**src/rtl/sobel_frame_arb_pkg.sv**
```systemverilog
// Shared types for the Sobel frame arbiter: FSM states,
// counter width and source index.
package sobel_frame_arb_pkg;

  localparam int CNT_W = 16;

  typedef enum logic [1:0] {
    IDLE,
    LOAD,
    DRAIN,
    DONE
  } arb_state_t;

  typedef logic src_t;
  typedef logic [CNT_W-1:0] cnt_t;

endpackage

```
**src/rtl/sobel_rr_pick.sv**
```systemverilog
// Two-way round-robin pick: one-hot winner, ptr names the
// source favoured when both sources request.
module sobel_rr_pick
  import sobel_frame_arb_pkg::*;
(
  input  logic       req0,
  input  logic       req1,
  input  src_t       ptr,
  output logic [1:0] win
);

  assign win[0] = req0 & (~req1 | (ptr == 1'b0));
  assign win[1] = req1 & (~req0 | (ptr == 1'b1));

endmodule

```
**src/rtl/sobel_frame_arb.sv**
```systemverilog
// Frame-locked two-source arbiter feeding a Sobel datapath.
// Optional idle abort: define SOBEL_ARB_TIMEOUT_EN.
module sobel_frame_arb
  import sobel_frame_arb_pkg::*;
#(
  parameter logic [7:0]  COL_MAX = 8'd4,
  parameter logic [7:0]  ROW_MAX = 8'd6,
  parameter logic [15:0] TIMEOUT = 16'd1024
) (
  input  logic       sys_clk,
  input  logic       sys_rst_n,
  input  logic       req0,
  input  logic       req1,
  output logic       gnt0,
  output logic       gnt1,
  input  logic [7:0] s0_data,
  input  logic [7:0] s1_data,
  input  logic       s0_flag,
  input  logic       s1_flag,
  output logic [7:0] pi_data,
  output logic       pi_flag,
  input  logic       po_flag,
  output logic       sobel_rst_n,
  output logic       busy,
  output logic       frame_done,
  output logic       err_timeout
);

  localparam cnt_t IN_TOTAL =
    cnt_t'(COL_MAX) * cnt_t'(ROW_MAX);
  localparam cnt_t OUT_TOTAL =
    (cnt_t'(COL_MAX) - cnt_t'(2)) *
    (cnt_t'(ROW_MAX) - cnt_t'(2));
  localparam cnt_t IN_LAST  = IN_TOTAL - cnt_t'(1);
  localparam cnt_t OUT_LAST = OUT_TOTAL - cnt_t'(1);

  arb_state_t state;
  src_t       src;
  src_t       ptr;
  cnt_t       in_cnt;
  cnt_t       out_cnt;
  logic [1:0] win;
  logic       g_flag;
  logic [7:0] g_data;
  logic       tmo_hit;

  sobel_rr_pick u_pick (
    .req0 (req0),
    .req1 (req1),
    .ptr  (ptr),
    .win  (win)
  );

  assign g_flag = src ? s1_flag : s0_flag;
  assign g_data = src ? s1_data : s0_data;

  always_ff @(posedge sys_clk or negedge sys_rst_n) begin
    if (!sys_rst_n) begin
      state       <= IDLE;
      src         <= 1'b0;
      ptr         <= 1'b0;
      in_cnt      <= '0;
      out_cnt     <= '0;
      gnt0        <= 1'b0;
      gnt1        <= 1'b0;
      pi_data     <= '0;
      pi_flag     <= 1'b0;
      frame_done  <= 1'b0;
      busy        <= 1'b0;
      sobel_rst_n <= 1'b0;
    end else begin
      pi_flag     <= 1'b0;
      frame_done  <= 1'b0;
      sobel_rst_n <= 1'b1;
      unique case (state)
        IDLE: begin
          if (|win) begin
            state   <= LOAD;
            src     <= win[1];
            gnt0    <= win[0];
            gnt1    <= win[1];
            busy    <= 1'b1;
            in_cnt  <= '0;
            out_cnt <= '0;
          end
        end
        LOAD: begin
          pi_data <= g_data;
          pi_flag <= g_flag;
          if (g_flag) begin
            in_cnt <= in_cnt + cnt_t'(1);
            if (in_cnt == IN_LAST) begin
              state <= DRAIN;
              gnt0  <= 1'b0;
              gnt1  <= 1'b0;
            end
          end else if (tmo_hit) begin
            state <= DONE;
            gnt0  <= 1'b0;
            gnt1  <= 1'b0;
          end
        end
        DRAIN: begin
          if (po_flag) begin
            out_cnt <= out_cnt + cnt_t'(1);
            if (out_cnt == OUT_LAST) begin
              state      <= DONE;
              frame_done <= 1'b1;
            end
          end else if (tmo_hit) begin
            state <= DONE;
          end
        end
        DONE: begin
          state       <= IDLE;
          busy        <= 1'b0;
          ptr         <= ~src;
          sobel_rst_n <= 1'b0;
        end
        default: state <= IDLE;
      endcase
    end
  end

`ifdef SOBEL_ARB_TIMEOUT_EN
  cnt_t idle_cnt;
  logic idle_tick;

  assign idle_tick = (state == LOAD && !g_flag) ||
                     (state == DRAIN && !po_flag);
  assign tmo_hit = idle_tick &&
                   (idle_cnt == TIMEOUT - cnt_t'(1));

  always_ff @(posedge sys_clk or negedge sys_rst_n) begin
    if (!sys_rst_n) begin
      idle_cnt    <= '0;
      err_timeout <= 1'b0;
    end else begin
      idle_cnt <= idle_tick ? idle_cnt + cnt_t'(1) : '0;
      // sticky until the next frame is granted
      if (state == IDLE && |win)
        err_timeout <= 1'b0;
      else if (tmo_hit)
        err_timeout <= 1'b1;
    end
  end
`else
  logic unused_tmo;

  assign unused_tmo  = ^TIMEOUT;
  assign tmo_hit     = 1'b0;
  assign err_timeout = 1'b0;
`endif

endmodule
```
**config.mk**
```make
export PLATFORM = sky130hd
export DESIGN_NAME = sobel_frame_arb
export DESIGN_NICKNAME = d
export VERILOG_FILES = /design/src/rtl/sobel_frame_arb_pkg.sv /design/src/rtl/sobel_rr_pick.sv /design/src/rtl/sobel_frame_arb.sv
export SDC_FILE = /design/constraint.sdc
export NUM_CORES = 1
export LEC_CHECK = 0
export ABC_AREA = 0
export BUFFER_PORTS_ARGS = -buffer_cell sky130_fd_sc_hd__buf_2
export CAP_MARGIN = 10
export CORE_ASPECT_RATIO = 1.75
export CORE_MARGIN = 2
export CORE_UTILIZATION = 51
export DETAILED_ROUTE_END_ITERATION = 8
export PLACE_DENSITY_LB_ADDON = 0.15
export RECOVER_POWER = 50
export SYNTH_ARGS = -nofsm -noshare
export SYNTH_HDL_FRONTEND = slang
export SYNTH_HIERARCHICAL = 1
export SYNTH_SLANG_ARGS = --single-unit
```
**constraint.sdc**
```tcl
create_clock -name sys_clk -period 2 [get_ports sys_clk]
set_clock_uncertainty 0.05 [all_clocks]
set_input_delay 0.4 -clock sys_clk [delete_from_list [all_inputs] [get_ports sys_clk]]
set_output_delay 0.4 -clock sys_clk [all_outputs]
set_load 0.01 [all_outputs]
```
; ---- Word-level counts from Yosys, hierarchy flattened
; Cells that the tools add are included.
[totals]
elab_cells = 69
regBits = 50
latch_bits = 0
ram_bits = 0
out_inout_bits = 15
n_memories = 0
in_bits = 23
rom_bits = 0
[classes]
n_reduce_logical = 11
eq_ne = 10
n_mux = 26
multipliers = 0
shifts = 0
addsub = 2
div_mod_pow = 0
magnitude_cmp = 0
bitwise_logic = 8
[ops]
columns = operator, n
row1 = 16-bit case mux with 2 select lines, 2
row2 = 16-bit two-way mux, 3
row3 = "16-bit by 1-bit adder with 16-bit output, second input constant", 2
row4 = "16-bit by 3-bit equality test with 1-bit output, second input constant", 1
row5 = "16-bit by 5-bit equality test with 1-bit output, second input constant", 1
row6 = 1-bit two-way mux, 11
row7 = 2-bit two-way mux, 5
row8 = "2-bit != test, second input constant", 5
row9 = 8-bit two-way mux, 1
row10 = 2-bit case mux with 4 select lines, 1
row11 = 1-bit case mux with 2 select lines, 3
row12 = 3-bit AND reduction, 2
row13 = 2-bit nonzero test, 3
row14 = 5-bit AND reduction, 1
row15 = "2-bit equality test, second input constant", 2
row16 = 1-bit inverter, 4
row17 = 2-bit AND reduction, 2
row18 = 4-bit AND reduction, 1
row19 = 1-bit bitwise AND, 2
row20 = "2-bit by 1-bit equality test with 1-bit output, second input constant", 1
row21 = 2-bit zero test, 1
row22 = 1-bit OR, 2
row23 = 2-bit OR reduction, 1

; ---- Longest topological paths before layout
; Gate-level depths: netlist of the first run.
[depth]
ltp_word = 6
ltp_mapped = 9
mapped_depth_nobuf = 6

; ---- Cells and area by module
; The synthesis of the first run kept the hierarchy.
[modules_own_cells]
columns = mod, n_inst, seq_area_each_um2, area_each_um2, cells_each
row1 = sobel_frame_arb, 1, 1251.2, 2641.3, 274
row2 = sobel_rr_pick, 1, 0.0, 18.8, 3

; ---- Worst setup path after synthesis of the first run
; Ideal clock, no wire load.
[synth_timing]
path_kind = register to register
startpoint = reg state[0]
endpoint = reg out_cnt[12]
t_required_ns = 1.872
synth_period_minus_slack_ns = 2.174
arrival_time_ns = 2.046
path_slack_ns = -0.174
setup_time_ns = 0.078
path_buffers = 3
path_stages_with_launch = 10
cell_sequence = dfrtp_1 -> inv_1 -> ha_1 -> buf_6 -> nor3b_1 -> buf_6 -> or3_1 -> clkbuf_2 -> or4_1 -> a21oi_1
[synth_via]
elab_chain_cells = 3
[synth_rtl]
columns = element, line
row1 = from (decl), sobel_frame_arb.sv:37  ; arb_state_t state;
row2 = from (signal assigned), sobel_frame_arb.sv:59  ; state <= IDLE;
row3 = from (signal assigned), sobel_frame_arb.sv:78  ; state <= LOAD;
row4 = from (signal assigned), sobel_frame_arb.sv:93  ; state <= DRAIN;
row5 = 2-bit equality test or 2-bit zero test (tied branches), sobel_frame_arb.sv:75  ; unique case (state)
row6 = 2-bit != test (no source line) or 2-bit nonzero test (tied branches), -
row7 = 3-bit AND reduction (no source line), -
row8 = to (signal assigned), sobel_frame_arb.sv:105  ; out_cnt <= out_cnt + cnt_t'(1);
row9 = to (decl), sobel_frame_arb.sv:41  ; cnt_t out_cnt;
; Several ways; a longest one is shown, not always the timed one.
; A chain may end at the register's enable or synchronous reset.

; ---- Worst setup path after layout of the first run
[layout_timing]
startpoint = reg state[1]
endpoint = reg out_cnt[11]
; The elaborated chain is that of the path after synthesis.

==> impl_results.md, run 1 <==
* Outcome: complete, but fails checks
* Failing checks: DRC, setup timing
* Sequential Power Share at 34.5%
* Area delta synth->final at 26.3%
* FMAX at 495 MHz
* Routed via count at 2,350
* Buffers on Ports at 36
* Startpoint Class: register
* Initial core utilization at 53.0%
* Comb pwr share at 48.4%
* First-pass GRT wire length at 10.1 mm
* CP required at 2190 ps
* Setup ws final at -19.6 ps
* Number of synthesized flops with an enable pin at 0
* Final worst path period share at 101%
* GRT Util Overall at 22.2%
* Nets at 367
* Layout cell share with drive strength beyond 1 at 30.1%
* Post-synthesis register bit count at 50
* Dpl hpwl at 4.50 mm
* Root Buffer: clkbuf_8
* Boundary pin count at 38
* Hold Vio Cnt, Final at 0
* # rows at 34
* Max_cap viols at 0
* Worst path arrival time at 2210 ps
* Setup crit end kind: register
* Dominant cells by area after synthesis: dfrtp_1, a21oi_1, mux2i_1
* Clock-pin slew on the worst setup and hold paths at 90 ps
* Iter 0 DRT Violations at 120
* ANT cells at 0
* Yosys top cell area share at 47.0%
* Drc violations at 1
* Leakage at 1.45 nW
* Clock sinks at 50
* Post-synthesis sequential area ratio at 47.0%
* Crit path kind: reg -> reg
* Min-delay worst type: in -> async
* Antenna violations before repair at 0
* Final WL at 6.25 mm
* Switching power share of the total at 37.2%
* Cell Area, Synth at 2660 sq um
* Final setup fails at 3
* Die W at 58.6 um
* Count of antenna-violating nets left after detailed routing at 0
* Min Tclk post-route at 2020 ps
* Async S/R FF share, synth at 100%
* Number of synthesis warnings at 6
* Most used DFF post-synth: dfrtp_1
* Cts bufs inserted at 5
* Number of max-slew violations in the final report at 0
* Synthesized net count at 306
* Die ar. at 5830 sq um
* Largest net degree at the start of global routing at 32
* Worst slew pin tran at 1000 ps
* Clock share of power at 17.2%
* Net switching power at 1.51 mW
* Synthesized area per cell at 9.60 sq um
* WL/cell at 15.9 um
* GP Congestion at 0.807
* DRT Pass-1 Iters at 6
* Slew headroom at 33.2%
* Distinct cell type count after synthesis at 45
* Dominant cell type by area after synthesis: dfrtp_1
* DIE HEIGHT at 99.5 um
* Int Power at 2.55 mW
* Hold WS at 191 ps
* Placed Area at 3060 sq um
* VDD IR-drop max at 813 uV
* Fillers at 439
* CP Launch Point: state[1]
* Crit-path max FO at 5
* Clk buf depth at 2
* Core area at 5020 sq um
* Htree depth at 2
* CTS tree: yes
* Via density per instance at 5.98
* Hold_buf cts at 0
* RSZ-0062 raised after global routing: true
* Mapped Cells at 277
* Grt ovf at 0
* Power Density at 1210 nW/um^2
* Clk_lat worst skew at 300 ps
* Number of global-route vias before repair at 2,420
* R2r startpoint: state[1]
* Post-route cell area at 3360 sq um
layer usage:
layer	vias to the layer above	GRT usage (%)	part of all wire, %
met5	-	0	0
met4	0	9.79	2.3
met3	11	3.12	2.7
met2	46	43.3	57
met1	1152	21.8	38
li1	1141	-	-
logic make-up after synthesis:
kind of cell             synth area share, %
AO/OA/AOI/OAI                           16.7
XOR/XNOR                                1.98
adder cells (fa/ha/maj)                 2.82
buffers and inverters                   5.08
flip-flops                              47.0
multiplexers                            5.13
other                                  0.141
AND/OR/NAND/NOR                         21.1
power by group through the flow:
stage	combinational, mW	sequential (mW)	clock [mW]
detailed placement	1.65	1.42	0
finish	1.97	1.40	0.699
global placement	1.62	1.42	0
floorplan	1.02	1.46	0
CTS	1.77	1.40	0.720
global route	2.17	1.43	0.752
critical path, stage by stage, from the launching register on:
cell	delay (ps)
dfrtp_1	400
buf_6	130
ha_4	160
mux2i_4	190
or3_4	440
buf_6	140
or3_4	320
a21oi_2	130
cell usage in the layout, fill, tap and decap left out, types with 3 or more instances in the layout:
cell type / netlist / final
o31ai_1: 9 / 7
a21oi_2: 0 / 6
and4_1: 4 / 4
a22o_1: 4 / 4
or4_1: 10 / 9
and3_1: 3 / 3
inv_1: 15 / 13
a21oi_1: 28 / 22
ha_4: 0 / 3
nand4_1: 4 / 4
buf_2: 2 / 35
or3_1: 13 / 10
nand2_1: 19 / 19
nand3_1: 8 / 8
buf_4: 2 / 26
o21ai_0: 17 / 17
xnor2_1: 6 / 6
nor2_1: 21 / 19
buf_6: 2 / 4
nor4_1: 7 / 7
clkbuf_8: 0 / 5
dfrtp_1: 50 / 50
mux2i_1: 10 / 10
or3_4: 0 / 3
stage by stage:
stage	power, mW	TNS, ps	setup slack (ps)	std cells	utilization (%)
5_1_grt	4.35	-395	-79.7	393	66.9
4_1_cts	3.89	-24.5	-22.1	388	64.5
6_report	4.07	-37.9	-19.6	393	66.9
2_1_floorplan	2.48	-338	-108	277	-
3_5_place_dp	3.07	-2020	-134	377	61.0
3_3_place_gp	3.04	-698	-90.7	377	61.0
flip-flops by register name, summed over array words and instances, names as in the netlist:
signal       cells
pi_data          8
out_cnt         16
src              1
busy             1
ptr              1
frame_done       1
gnt1             1
in_cnt          16
state            2
gnt0             1
sobel_rst_n      1
pi_flag          1
final timing paths:
| kind | end | slack [ps] | cells after the start |
|---|---|---|---|
| worst max-delay path | out_cnt[11] | -20 | 7 |
| worst min-delay path | ptr | 190 | 1 |
| worst max register to register | out_cnt[11] | -20 | 7 |
| worst min register to register | pi_data[1] | 470 | 2 |
| max in group asynchronous | out_cnt[8] | 380 | 2 |
| min in group sys_clk | pi_data[7] | 340 | 3 |
final cells by class:
class / instances / area (sq um) / share of cell area [%]
Clock buffer: 6 / 72.6 / 2.16
Clock inverter: 2 / 37.5 / 1.12
Inverter: 15 / 56.3 / 1.68
Multi-Input combinational cell: 199 / 1450 / 43.2
Sequential cell: 50 / 1250 / 37.2
Tap cell: 54 / 67.6 / 2.01
Timing Repair Buffer: 67 / 424 / 12.6
synthesized netlist by cell type, drive strengths merged, types with 4 or more instances:
master	n
dfrtp	50
and4	4
mux2i	11
or4	10
nand2	19
o21ai	17
xnor2	6
inv	15
clkbuf	6
a22o	4
nor4	8
a21oi	28
or3	13
o31ai	9
ha	6
nor2	21
nand4	4
buf	8
nand3	8
timing repair:
| action | in CTS | in global routing |
|---|---|---|
| setup buffers | 2 | 5 |
| pin swaps | 5 | 8 |
| gates cloned | 1 | 0 |
| setup endpoints to repair | 25 | 16 |
| gates resized for setup | 9 | 23 |
Note: power is estimated with default switching activity, not from simulation.
==> run 2: changes to the inputs <==
- REMOVE_ABC_BUFFERS: default -> 1
==> run 2 against run 1 <==
- die area is the same
- the run ends with DRC left
- setup slack improved by 24 ps
- highest routed layer unchanged
- critical path type unchanged
- core utilization about the same
==> impl_results.md, run 2 (synthesized netlist as in run 1, its figures left out) <==
* Iter 0 DRT Violations at 155 (+29%)
* Worst path arrival time at 2180 ps (-30 ps)
* Layout cell share with drive strength beyond 1 at 31.7% (+1.6 points)
* Net switching power at 1.55 mW (+2.2%)
* RR Endpoint: out_cnt[14]
* Worst setup path end: out_cnt[14]
* Placed Area at 3010 sq um (-1.8%)
* Sequential Power Share at 34.2% (-0.3 points)
* CP required at 2180 ps (about the same)
* Leakage at 1.45 nW (+0.27%)
* Crit path kind: reg -> reg
* Fillers at 403 (-8.2%)
* Max_cap viols at 0 (unchanged)
* Slowest stage cell, crit path: or4_4
* R2r startpoint: state[1]
* Post-route cell area at 3360 sq um (about the same)
* Grt ovf at 0 (unchanged)
* DR WL met2 at 3.74 mm (+5.3%)
* Number of max-slew violations in the final report at 0 (unchanged)
* FMAX at 501 MHz (+1.2%)
* Final WL at 6.83 mm (+9.3%)
* Clock share of power at 17.9% (+0.7 points)
* Min-delay worst type: in -> reg
* Most common cell after layout, fill and taps aside: dfrtp_1
* Area delta synth->final at 26.3% (about the same)
* WL/cell at 17.4 um (+9.6%)
* First-pass GRT wire length at 11.0 mm (+9.3%)
* Setup crit end kind: register
* Top Registers: in_cnt: 16 flops, out_cnt: 16 flops, pi_data: 8 flops
* # rows at 34 (unchanged)
* Via density per instance at 6.14 (+2.6%)
* ANT cells at 0 (unchanged)
* Met3 WL at 231 um (+39%)
* Drc violations at 1 (unchanged)
* Final worst path period share at 99.8% (-1.2 points)
* Finished Core Util at 66.9% (about the same)
* Power Density at 1220 nW/um^2 (+0.93%)
* Final setup fails at 0 (-3)
* Max incr delay on CP at 440 ps (about the same)
* Hold Vio Cnt, Final at 0 (unchanged)
* VDD IR-drop max at 758 uV (-6.7%)
* Worst slew pin tran at 1230 ps (+226 ps)
* Boundary pin count at 38 (unchanged)
* Largest net degree at the start of global routing at 51 (+59%)
* Die W at 58.6 um (unchanged)
* RSZ-0062 raised after global routing: true
* Slew headroom at 18.1% (-15 points)
* GP Congestion at 0.821 (+1.8%)
* Dpl hpwl at 4.58 mm (+1.9%)
* Hold_buf cts at 0 (unchanged)
* Commonest non-fill, non-tap cells in the layout: dfrtp_1, buf_2, buf_4
* Antenna violations before repair at 0 (unchanged)
* Switching power share of the total at 37.6% (+0.44 points)
* CTS tree: yes
* CP Launch Point: state[1]
* Clock-pin slew on the worst setup and hold paths at 90 ps (about the same)
* Clk_lat worst skew at 310 ps (about the same)
* Setup ws final at 4.18 ps (+23.8 ps)
* Startpoint Class: register
* Clock sinks at 50 (unchanged)
* Clk buf depth at 2 (unchanged)
* Core area at 5020 sq um (unchanged)
* Failing checks: DRC
* Die ar. at 5830 sq um (unchanged)
* Root Buffer: clkbuf_8
* R2R setup slack at 4 ps (+20 ps)
* Number of global-route vias before repair at 2,378 (-1.7%)
* Count of antenna-violating nets left after detailed routing at 0 (unchanged)
* DIE HEIGHT at 99.5 um (unchanged)
* GRT Util Overall at 24.4% (+2.3 points)
* Htree depth at 2 (unchanged)
* Initial core utilization at 53.0% (unchanged)
* Routed length on met1 at 2.57 mm (+7.6%)
* Place WS at -219 ps (-85.4 ps)
* Routed via count at 2,406 (+2.4%)
* Min Tclk post-route at 2000 ps (-23.8 ps)
* Buffers on Ports at 36 (unchanged)
* Power, Total at 4.11 mW (+0.97%)
* Outcome: complete, but fails checks
* Comb pwr share at 47.9% (-0.5 points)
* DRT Pass-1 Iters at 6 (unchanged)
* Cts bufs inserted at 5 (unchanged)
* DR top layer: met4
* Nets at 367 (unchanged)
* Worst-path cell chain: buf_6 -> ha_4 -> mux2i_4 -> or3_4 -> or4_4 -> a21oi_2
* R2R depth at 6 (-1)
* Int Power at 2.56 mW (+0.26%)
* Crit-path max FO at 8 (+3)
[run 2: repair_timing]
| item | CTS | global route |
|---|---|---|
| setup buffers | 5 | 4 |
| gates resized for setup | 16 | 26 |
| pin swaps | 13 | 12 |
| gates cloned | 1 | 1 |
| setup endpoints to repair | 22 | 20 |
[run 2: worst max-delay path, delay by kind of cell, from the launching register on]
kind / cells / cell delay, ps
AOI/OAI and AO/OA: 1 / 160
muxes: 1 / 190
buffers and inverters: 1 / 130
and+or+nand+nor: 2 / 830
adders and majority gates: 1 / 170
DFF: 1 / 410
[run 2: power by group through the flow]
stage	combinational, mW	clock (mW)	sequential [mW]
3_5_place_dp	1.62	0	1.41
3_3_place_gp	1.58	0	1.41
2_1_floorplan	0.827	0	1.49
6_report	1.97	0.736	1.40
4_1_cts	1.84	0.745	1.40
5_1_grt	2.14	0.774	1.43
[run 2: stage by stage]
stage / TNS [ps] / std cells / hold WS (ps)
6_report: 0 / 392 / 338
5_1_grt: -203 / 392 / 361
4_1_cts: -4.05 / 388 / 35.1
3_5_place_dp: -2540 / 375 / 361
3_3_place_gp: -2350 / 375 / 362
2_1_floorplan: -6810 / 263 / 54.4
[run 2: cell type report]
cell class	count	area [sq um]	share of cell area [%]
Inverter	15	56.3	1.68
Sequential cell	50	1250	37.2
Timing Repair Buffer	67	430	12.8
Multi-Input combinational cell	199	1440	42.9
Clock inverter	1	30.0	0.894
Tap cell	54	67.6	2.01
Clock buffer	6	82.6	2.46
[run 2: how the worst min path moves through the flow]
stage	slack [ps]	end	depth (start not counted)	from
after floorplan	50	busy	0	sys_rst_n
after global placement	360	in_cnt[6]	2	sys_rst_n
after detailed placement	360	in_cnt[6]	2	sys_rst_n
after CTS	40	in_cnt[11]	2	sys_rst_n
after global routing	360	pi_data[6]	3	s0_data[6]
final	340	pi_data[2]	3	s0_data[2]
[run 2: per-layer routing]
layer / track usage (%) / vias up
li1: - / 1139
met1: 25.7 / 1175
met4: 11.5 / 0
met5: 0 / -
met3: 2.86 / 23
met2: 46.0 / 69
==> run 3: changes to the inputs <==
==> constraint.sdc (replaced) <==
create_clock -name sys_clk -period 2 [get_ports sys_clk]
set_clock_uncertainty 0.05 [all_clocks]
set_input_delay 0.2 -clock sys_clk [delete_from_list [all_inputs] [get_ports sys_clk]]
set_output_delay 0.2 -clock sys_clk [all_outputs]
set_load 0.01 [all_outputs]
==> run 3 against run 2 <==
- the flow finishes with violations (DRC, setup timing)
- cell count grew 2.0%
- wire length rose by 6.1%
- die area is the same
- largest power group unchanged
- critical path type unchanged
==> impl_results.md, run 3 (synthesized netlist as in run 1, its figures left out) <==
* Slew headroom at 4.56% (-14 points)
* Final WL at 7.25 mm (+6.1%)
* First-pass GRT wire length at 11.4 mm (+3.9%)
* Boundary pin count at 38 (unchanged)
* Min Tclk post-route at 2080 ps (+83.6 ps)
* Root Buffer: clkbuf_8
* Grt ovf at 0 (unchanged)
* # rows at 34 (unchanged)
* Post-Place Cells at 376 (+0.27%)
* Failing checks: DRC, setup timing
* Crit path kind: reg -> reg
* Post-route cell area at 3450 sq um (+2.7%)
* RSZ-0062 raised after global routing: true
* Core area at 5020 sq um (unchanged)
* Finished Core Util at 68.7% (+1.8 points)
* Most common cell after layout, fill and taps aside: dfrtp_1
* Antenna violations before repair at 0 (unchanged)
* Setup ws final at -79.4 ps (-83.6 ps)
* VDD IR-drop max at 631 uV (-17%)
* Final setup fails at 13 (+13)
* Min-delay worst type: in -> reg
* Number of global-route vias before repair at 2,527 (+6.3%)
* Dpl hpwl at 4.91 mm (+7.1%)
* Layout cell share with drive strength beyond 1 at 29.8% (-1.9 points)
* Nets at 374 (+1.9%)
* Iter 0 DRT Violations at 144 (-7.1%)
* Buffers on Ports at 36 (unchanged)
* Largest net degree at the start of global routing at 27 (-47%)
* Worst-path cell chain: inv_2 -> buf_6 -> ha_4 -> nor2_4 -> a2111o_1 -> or4_4 -> a21oi_2
* Multi-input gate area at 1510 sq um (+4.3%)
* Hold WS at 144 ps (-194 ps)
* Top Registers: in_cnt: 16 flops, out_cnt: 16 flops, pi_data: 8 flops
* Clock sinks at 50 (unchanged)
* Number of max-slew violations in the final report at 0 (unchanged)
* Die ar. at 5830 sq um (unchanged)
* Worst path arrival time at 2270 ps (+90 ps)
* FF+latch area at 1250 sq um (unchanged)
* Leakage at 1.46 nW (+0.66%)
* Fillers at 402 (-0.25%)
* Count of antenna-violating nets left after detailed routing at 0 (unchanged)
* Drc violations at 1 (unchanged)
* Slowest stage cell, crit path: or4_4
* Place WS at -200 ps (+18.9 ps)
* Routed via count at 2,496 (+3.7%)
* Clock-pin slew on the worst setup and hold paths at 90 ps (about the same)
* WL/cell at 18.1 um (+3.9%)
* Max_cap viols at 0 (unchanged)
* Worst slew pin tran at 1430 ps (+203 ps)
* Commonest non-fill, non-tap cells in the layout: dfrtp_1, buf_4, buf_2
* Outcome: complete, but fails checks
* Startpoint Class: register
* Clk_lat worst skew at 310 ps (about the same)
* DIE HEIGHT at 99.5 um (unchanged)
* DRT Pass-1 Iters at 6 (unchanged)
* GRT Util Overall at 25.3% (+0.83 points)
* Htree depth at 2 (unchanged)
* CTS tree: yes
* Final worst path period share at 104% (+4.2 points)
* Clk buf depth at 2 (unchanged)
* Max incr delay on CP at 510 ps (+70 ps)
* Crit-path max FO at 7 (-1)
* Power Density at 1240 nW/um^2 (+1.2%)
* FMAX at 481 MHz (-4.0%)
* Die W at 58.6 um (unchanged)
* Initial core utilization at 53.0% (unchanged)
* Area delta synth->final at 29.7%
* ANT cells at 0 (unchanged)
* GP Congestion at 0.795 (-3.2%)
* Setup crit end kind: register
* Hold Vio Cnt, Final at 0 (unchanged)
* Placed Area at 3010 sq um (+0.25%)
* Cell Count, Final, Fillers Out at 400 (+2.0%)
* CP required at 2190 ps (about the same)
* Cts bufs inserted at 5 (unchanged)
* Via density per instance at 6.24 (+1.7%)
-- run 3: cell count changes in the layout (fill, tap and decap cells not counted), moves of 5 or more --
cell,previous run,this run
buf_2,37,21
or4_4,2,7
buf_4,23,28
or4_1,8,3
clkbuf_1,0,16
-- run 3: worst max-delay path: cells and delay by family, from the launching register on --
| family | cells | cell delay (ps) |
|---|---|---|
| AOI/OAI and AO/OA | 2 | 580 |
| buffers and inverters | 2 | 200 |
| adders and majority gates | 1 | 170 |
| and+or+nand+nor | 2 | 580 |
| DFF | 1 | 420 |
-- run 3: routing by layer --
metal / track usage, % / routed length [um]
met5: 0 / 0
met4: 9.97 / 206
met3: 2.86 / 193
met2: 50.2 / 4270
met1: 25.0 / 2580
-- run 3: power by group --
| part | internal (mW) | total [mW] | switching (mW) | leakage, nW |
|---|---|---|---|---|
| Sequential | 1.24 | 1.41 | 0.164 | 0.655 |
| Clock | 0.373 | 0.709 | 0.336 | 0.0514 |
| Combinational | 1.02 | 2.15 | 1.13 | 0.755 |
-- run 3: worst paths after layout --
path | start | to | slack (ps) | cells past startpoint
worst max-delay path | state[1] | in_cnt[12] | -80 | 7
worst max register to register | state[1] | in_cnt[12] | -80 | 7
min in group asynchronous | sys_rst_n | in_cnt[10] | 710 | 2
worst min register to register | pi_data[0] | pi_data[0] | 480 | 2
worst min-delay path | s0_data[6] | pi_data[6] | 140 | 3
max in group asynchronous | sys_rst_n | out_cnt[14] | 140 | 3
-- run 3: metrics by stage --
step,setup TNS (ps),power [mW]
2_1_floorplan,-6810,2.32
3_3_place_gp,-1460,2.99
3_5_place_dp,-2270,3.04
4_1_cts,-22.2,4.00
5_1_grt,-4320,4.53
6_report,-413,4.27
-- run 3: layout make-up --
type,count,area share [%]
Multi-Input combinational cell,201,43.6
Sequential cell,50,36.3
Timing Repair Buffer,72,13.3
Clock buffer,6,2.10
Tap cell,54,1.96
Inverter,15,1.63
Clock inverter,2,1.09
-- run 3: repair_timing --
| action | 4_1_cts | 5_1_grt |
|---|---|---|
| hold buffers | 1 | 0 |
| gates cloned | 2 | 1 |
| resized for setup | 14 | 39 |
| pin swaps | 8 | 20 |
| setup buffers | 8 | 5 |
| setup endpoints to repair | 22 | 21 |
| endpoints found under the hold margin | 24 | 0 |
